==> src/rtl/ram_burst_reader.sv <==
// Burst read master for a DualPortRam. It issues sequential, wrapping reads and
// streams the returned words on a valid/ready port through a 3-entry buffer.
module ram_burst_reader #(
    parameter int DataWidth = 64,
    parameter int Deepth    = 16,
    parameter int AddrWidth = 4
) (
    input  logic                 Clk,
    input  logic                 Rst,
    input  logic                 StartValid,
    output logic                 StartReady,
    input  logic [AddrWidth-1:0] StartAddr,
    input  logic [AddrWidth:0]   StartLen,
    input  logic                 Flush,
    output logic [AddrWidth-1:0] RamRAddr,
    output logic                 RamREnc,
    input  logic [DataWidth-1:0] RamRData,
    output logic                 OutValid,
    input  logic                 OutReady,
    output logic [DataWidth-1:0] OutData,
    output logic                 OutLast,
    output logic                 Busy
);
    typedef enum logic [1:0] {IDLE = 2'd0, READ = 2'd1, DRAIN = 2'd2} state_e;

    localparam int                   BufDepth = 3;
    localparam logic [AddrWidth-1:0] AddrOne  = {{(AddrWidth-1){1'b0}}, 1'b1};
    localparam logic [AddrWidth:0]   LenOne   = {{AddrWidth{1'b0}}, 1'b1};
    localparam logic [AddrWidth:0]   MaxLen   = LenOne << AddrWidth;

    state_e               state_q, state_d;
    logic [AddrWidth-1:0] addr_q, addr_d;
    logic [AddrWidth:0]   len_q, len_d;
    logic [AddrWidth:0]   remaining_q, remaining_d;
    logic [AddrWidth:0]   emitted_q, emitted_d;
    logic                 ren_q, ren_d;
    logic                 inflight_q, inflight_d;
    logic [1:0]           count_q, count_d;
    logic [1:0]           wr_ptr_q, wr_ptr_d;
    logic [1:0]           rd_ptr_q, rd_ptr_d;
    logic [DataWidth-1:0] buf_q [BufDepth];

    logic                 push, pop, accept, abort;
    logic [AddrWidth:0]   len_clamped;

    function automatic logic [1:0] ptr_inc(input logic [1:0] p);
        return (p == 2'd2) ? 2'd0 : p + 2'd1;
    endfunction

    // Read data is only valid the cycle after an issued read.
    assign push        = inflight_q;
    assign pop         = OutValid && OutReady;
    assign accept      = StartValid && StartReady;
    assign abort       = Flush && (state_q != IDLE);
    assign len_clamped = (StartLen > MaxLen) ? MaxLen : StartLen;

    always_comb begin
        // NOTE: every next-state value gets a default first so no path through
        // this block leaves a variable unassigned, which would infer a latch.
        state_d     = state_q;
        addr_d      = addr_q;
        len_d       = len_q;
        remaining_d = remaining_q;
        emitted_d   = emitted_q;
        inflight_d  = ren_q;
        wr_ptr_d    = push ? ptr_inc(wr_ptr_q) : wr_ptr_q;
        rd_ptr_d    = pop ? ptr_inc(rd_ptr_q) : rd_ptr_q;
        count_d     = count_q + {1'b0, push} - {1'b0, pop};

        if (ren_q) begin
            addr_d      = addr_q + AddrOne;
            remaining_d = remaining_q - LenOne;
        end
        if (pop) begin
            emitted_d = emitted_q + LenOne;
        end

        unique case (state_q)
            IDLE: begin
                if (accept && (StartLen != '0)) begin
                    state_d     = READ;
                    addr_d      = StartAddr;
                    len_d       = len_clamped;
                    remaining_d = len_clamped;
                    emitted_d   = '0;
                end
            end
            READ: begin
                if (ren_q && (remaining_q == LenOne)) begin
                    state_d = DRAIN;
                end
            end
            DRAIN: begin
                if (pop && OutLast) begin
                    state_d = IDLE;
                end
            end
            default: state_d = IDLE;
        endcase

        // Abort drops the buffer and the read still in flight in the RAM.
        if (abort) begin
            state_d     = IDLE;
            addr_d      = '0;
            len_d       = '0;
            remaining_d = '0;
            emitted_d   = '0;
            inflight_d  = 1'b0;
            wr_ptr_d    = '0;
            rd_ptr_d    = '0;
            count_d     = '0;
        end

        // Registered issue decision from next-state values: no path from OutReady to RamREnc.
        ren_d = (state_d == READ) && (remaining_d != '0)
                && (({1'b0, count_d} + {2'b00, inflight_d}) < 3'd3);
    end

    // NOTE: sequential state uses non-blocking assignments so every flop samples
    // the values from before the edge, independent of statement order.
    always_ff @(posedge Clk) begin
        if (Rst) begin
            state_q     <= IDLE;
            addr_q      <= '0;
            len_q       <= '0;
            remaining_q <= '0;
            emitted_q   <= '0;
            ren_q       <= 1'b0;
            inflight_q  <= 1'b0;
            count_q     <= '0;
            wr_ptr_q    <= '0;
            rd_ptr_q    <= '0;
        end else begin
            state_q     <= state_d;
            addr_q      <= addr_d;
            len_q       <= len_d;
            remaining_q <= remaining_d;
            emitted_q   <= emitted_d;
            ren_q       <= ren_d;
            inflight_q  <= inflight_d;
            count_q     <= count_d;
            wr_ptr_q    <= wr_ptr_d;
            rd_ptr_q    <= rd_ptr_d;
        end
    end

    // NOTE: buffer storage is not reset; count_q alone decides which entries
    // are meaningful, and OutData is forced to zero while the buffer is empty.
    always_ff @(posedge Clk) begin
        if (push) begin
            buf_q[wr_ptr_q] <= RamRData;
        end
    end

    assign StartReady = (state_q == IDLE) && !Rst && !Flush;
    assign RamRAddr   = addr_q;
    assign RamREnc    = ren_q;
    assign OutValid   = (count_q != 2'd0);
    assign OutData    = OutValid ? buf_q[rd_ptr_q] : '0;
    assign OutLast    = OutValid && (emitted_q == (len_q - LenOne));
    assign Busy       = (state_q != IDLE);

endmodule

==> config.mk <==
export PLATFORM = sky130hd
export DESIGN_NAME = ram_burst_reader
export DESIGN_NICKNAME = d
export VERILOG_FILES = /design/src/rtl/ram_burst_reader.sv
export SDC_FILE = /design/constraint.sdc
export NUM_CORES = 1
export LEC_CHECK = 0
export ABC_AREA = 1
export BUFFER_PORTS_ARGS = -buffer_cell sky130_fd_sc_hd__clkbuf_2
export CAP_MARGIN = 20
export CORE_MARGIN = 5
export CORE_UTILIZATION = 56
export DETAILED_ROUTE_END_ITERATION = 10
export PLACE_DENSITY = 0.76
export SLEW_MARGIN = 20
export SYNTH_ARGS = -nofsm -noshare
export SYNTH_HDL_FRONTEND = slang
export SYNTH_SLANG_ARGS = --single-unit
==> constraint.sdc <==
create_clock -name Clk -period 7.3 [get_ports Clk]
set_input_delay 1.095 -clock Clk [delete_from_list [all_inputs] [get_ports Clk]]
set_output_delay 1.095 -clock Clk [all_outputs]
set_load 0.02 [all_outputs]
==> results.py <==
metrics = {
    "routing": {
        "viasPerCell": 5.13,
        "drc": 0,
        "drtIter0Drc": 389,
        "wl_per_cell_um": 15.7,
        "num_vias": 5956,
        "dr.pass1.iters": 5,
        "routed_wl_um": 18200,
        "ant_nets": 0,
    },
    "run_status": {
        "status": "finished clean",
    },
    "worst_setup_path": {
        "cp.buffers_inverters": 3,
        "slowest_delay_ns": 0.69,
        "cp_max_fo": 64,
        "crit_slowest_cell": "buf_4",
        "crit_arrival_ns": 2.39,
        "crit_required_ns": 6.20,
        "cp_top_family": "buffers and inverters",
        "path_cells": "buf_4 -> mux2_2 -> o21ai_0 -> inv_1 -> clkbuf_2",
        "path_class": "reg2out",
        "end_kind": "primary output",
        "start_kind": "flop",
    },
    "grt": {
        "antenna_found_initial": 0,
        "grt_max_degree": 103,
        "grt_use_total": 0.183,
        "grt_pass1_vias": 5909,
        "grt_pass1_wl_um": 29100,
        "overflow": 0,
    },
    "placement": {
        "dpl.hpwl_um": 11500,
        "io_buffer_count": 150,
        "gp_congestion": 0.811,
        "post-place-ws_ns": 4.31,
        "place_inst": 1122,
    },
    "power": {
        "peakVddDrop_mv": 0.171,
        "finalPower_mw": 3.29,
        "p_leak_nw": 4.93,
        "power.density_nw_per_um2": 298,
    },
    "yosys": {
        "syn_inst": 777,
        "yosysUniqueCellTypes": 33,
        "syn-cell-area_um2": 9430,
        "syn_avg_cell_area_um2": 12.1,
        "synth-seq-cells": 223,
        "ys_warn_count": 0,
        "synth_seq_area_share": 0.677,
        "syn_nets": 864,
    },
    "die": {
        "die_h_um": 140,
        "die_w_um": 140,
        "coreArea_um2": 16500,
        "rows": 47,
        "initial_core_util": 0.571,
        "pin_count": 151,
        "die_area_um2": 19500,
    },
    "sta": {
        "rsz0062_at_grt": "no",
        "fin_crit_ns": 3.48,
        "fin_ws_ns": 3.82,
        "finalSetupViolCount": 0,
        "finalMaxSlewViolations": 0,
        "worstMarginPinSlew_ns": 0.962,
        "worst_clock_skew_ns": 0.00620,
        "clock.fmax_mhz": 287,
        "finalCritPeriodShare": 0.477,
        "slew_headroom": 0.355,
        "hold_viol": 0,
        "fin_setup_tns_ns": 0,
    },
    "clock_tree": {
        "worstSkewPairLatency_ns": 0.48,
        "path_clk_slew_ns": 0.06,
        "h-tree-depth": 1,
        "ctsLongestPathBuffers": 3,
        "post_cts_buffers": 0,
        "cts_sinks": 223,
        "ctsHoldBuffers": 0,
        "cts_buffers": 23,
        "cts_tree": "built",
        "root_buffer": "clkbuf_16",
        "post_cts_resized": 0,
    },
    "worst_hold_path": {
        "hp-class": "reg2reg",
    },
    "finish": {
        "layoutNonFillerInstCount": 1162,
        "fill_cells": 1197,
        "diodes": 0,
        "area_growth_pct": 17.1,
        "drive_above_1_share": 0.282,
        "layout_commonest_cell": "edfxtp_1",
        "most-common-layout-cells": "edfxtp_1 (192), inv_1 (166), clkbuf_2 (150), a21oi_1 (73), o21ai_0 (72)",
        "nets": 1014,
    },
    "job": {
        "max-cap-violations": 0,
    },
}
[tightest hold or removal path, cell delays in order, from the launching register on]
cell      delay [ns]
dfxtp_1         0.31
inv_1           0.07
a211oi_1        0.07
[synthesized netlist by cell type]
cell	n	area, µm²
edfxtp_1	192	5770
inv_1	166	623
a21oi_1	73	365
o21ai_0	72	360
mux2_2	64	721
nand2_1	53	199
nor2_1	35	131
dfxtp_1	31	621
clkbuf_1	16	60.1
buf_2	12	60.1
nand3_1	12	60.1
ha_1	9	113
xor2_1	5	43.8
nor3_1	4	20.0
xnor2_1	4	35.0
nand2_4	3	33.8
nand4_1	3	18.8
nor2_4	3	33.8
o22ai_1	3	18.8
a211oi_1	2	15.0
buf_6	2	22.5
o21ai_2	2	17.5
a211oi_2	1	12.5
a21oi_2	1	8.76
clkbuf_8	1	13.8
inv_2	1	3.75
nand2_2	1	6.26
nand3_2	1	10.0
nand3b_1	1	7.51
nor4_1	1	6.26
o211a_1	1	10.0
o21ai_1	1	5.00
o21bai_1	1	7.51
[cells by family after synthesis]
| family | Yosys count | share of synthesized area |
|---|---|---|
| AOI/OAI and AO/OA | 157 | 0.0870 |
| xor gates and xnor gates | 9 | 0.00836 |
| adders and majority gates | 9 | 0.0119 |
| buffers and inverters | 198 | 0.0831 |
| DFF | 223 | 0.677 |
| muxes | 64 | 0.0764 |
| and+or+nand+nor | 117 | 0.0559 |
[stage by stage]
step                area, µm²  hold slack, ns   util
finish                  11000           0.490  0.668
global route            11000           0.519  0.668
CTS                     11000           0.490  0.668
detailed placement      10400           0.480  0.627
global placement        10400           0.473  0.627
floorplan                9430           0.458      -
[area by class of cell]
cell class | instances | area [µm²] | area share
Sequential cell | 223 | 6390 | 0.579
Tap cell | 220 | 275 | 0.0249
Timing Repair Buffer | 156 | 796 | 0.0721
Multi-Input combinational cell | 356 | 2280 | 0.206
Inverter | 167 | 627 | 0.0568
Clock inverter | 9 | 68.8 | 0.00623
Clock buffer | 31 | 606 | 0.0549
[final timing paths]
path | slack [ns] | cells past startpoint | to | start
max | 3.82 | 5 | OutData[14] | flop
max reg2reg | 4.92 | 3 | buf_q[0][35] | inflight_q
min | 0.49 | 2 | flop | rd_ptr_q[1]
min reg2reg | 0.49 | 2 | flop | rd_ptr_q[1]
[per-layer routing]
layer  up-vias  share of wire  global-route usage
li1       2929              -                   -
met1      2828           0.44               0.242
met2       174           0.49               0.313
met3        25          0.062              0.0367
met4         0          0.016              0.0423
met5         -              0                   0
[registers in the layout (all words and copies together) (netlist names), named ones only]
signal       count
RamRAddr         4
remaining_q      5
wr_ptr_q         2
RamREnc          1
rd_ptr_q         2
state_q          2
inflight_q       1
buf_q          192
len_q            5
count_q          2
emitted_q        5
[power breakdown]
| part | switching, mW | internal [mW] | total, mW |
|---|---|---|---|
| Clock | 0.440 | 0.615 | 1.06 |
| Combinational | 0.523 | 0.275 | 0.798 |
| Sequential | 0.0240 | 1.41 | 1.44 |
Note: power is estimated with default switching activity, not from simulation.
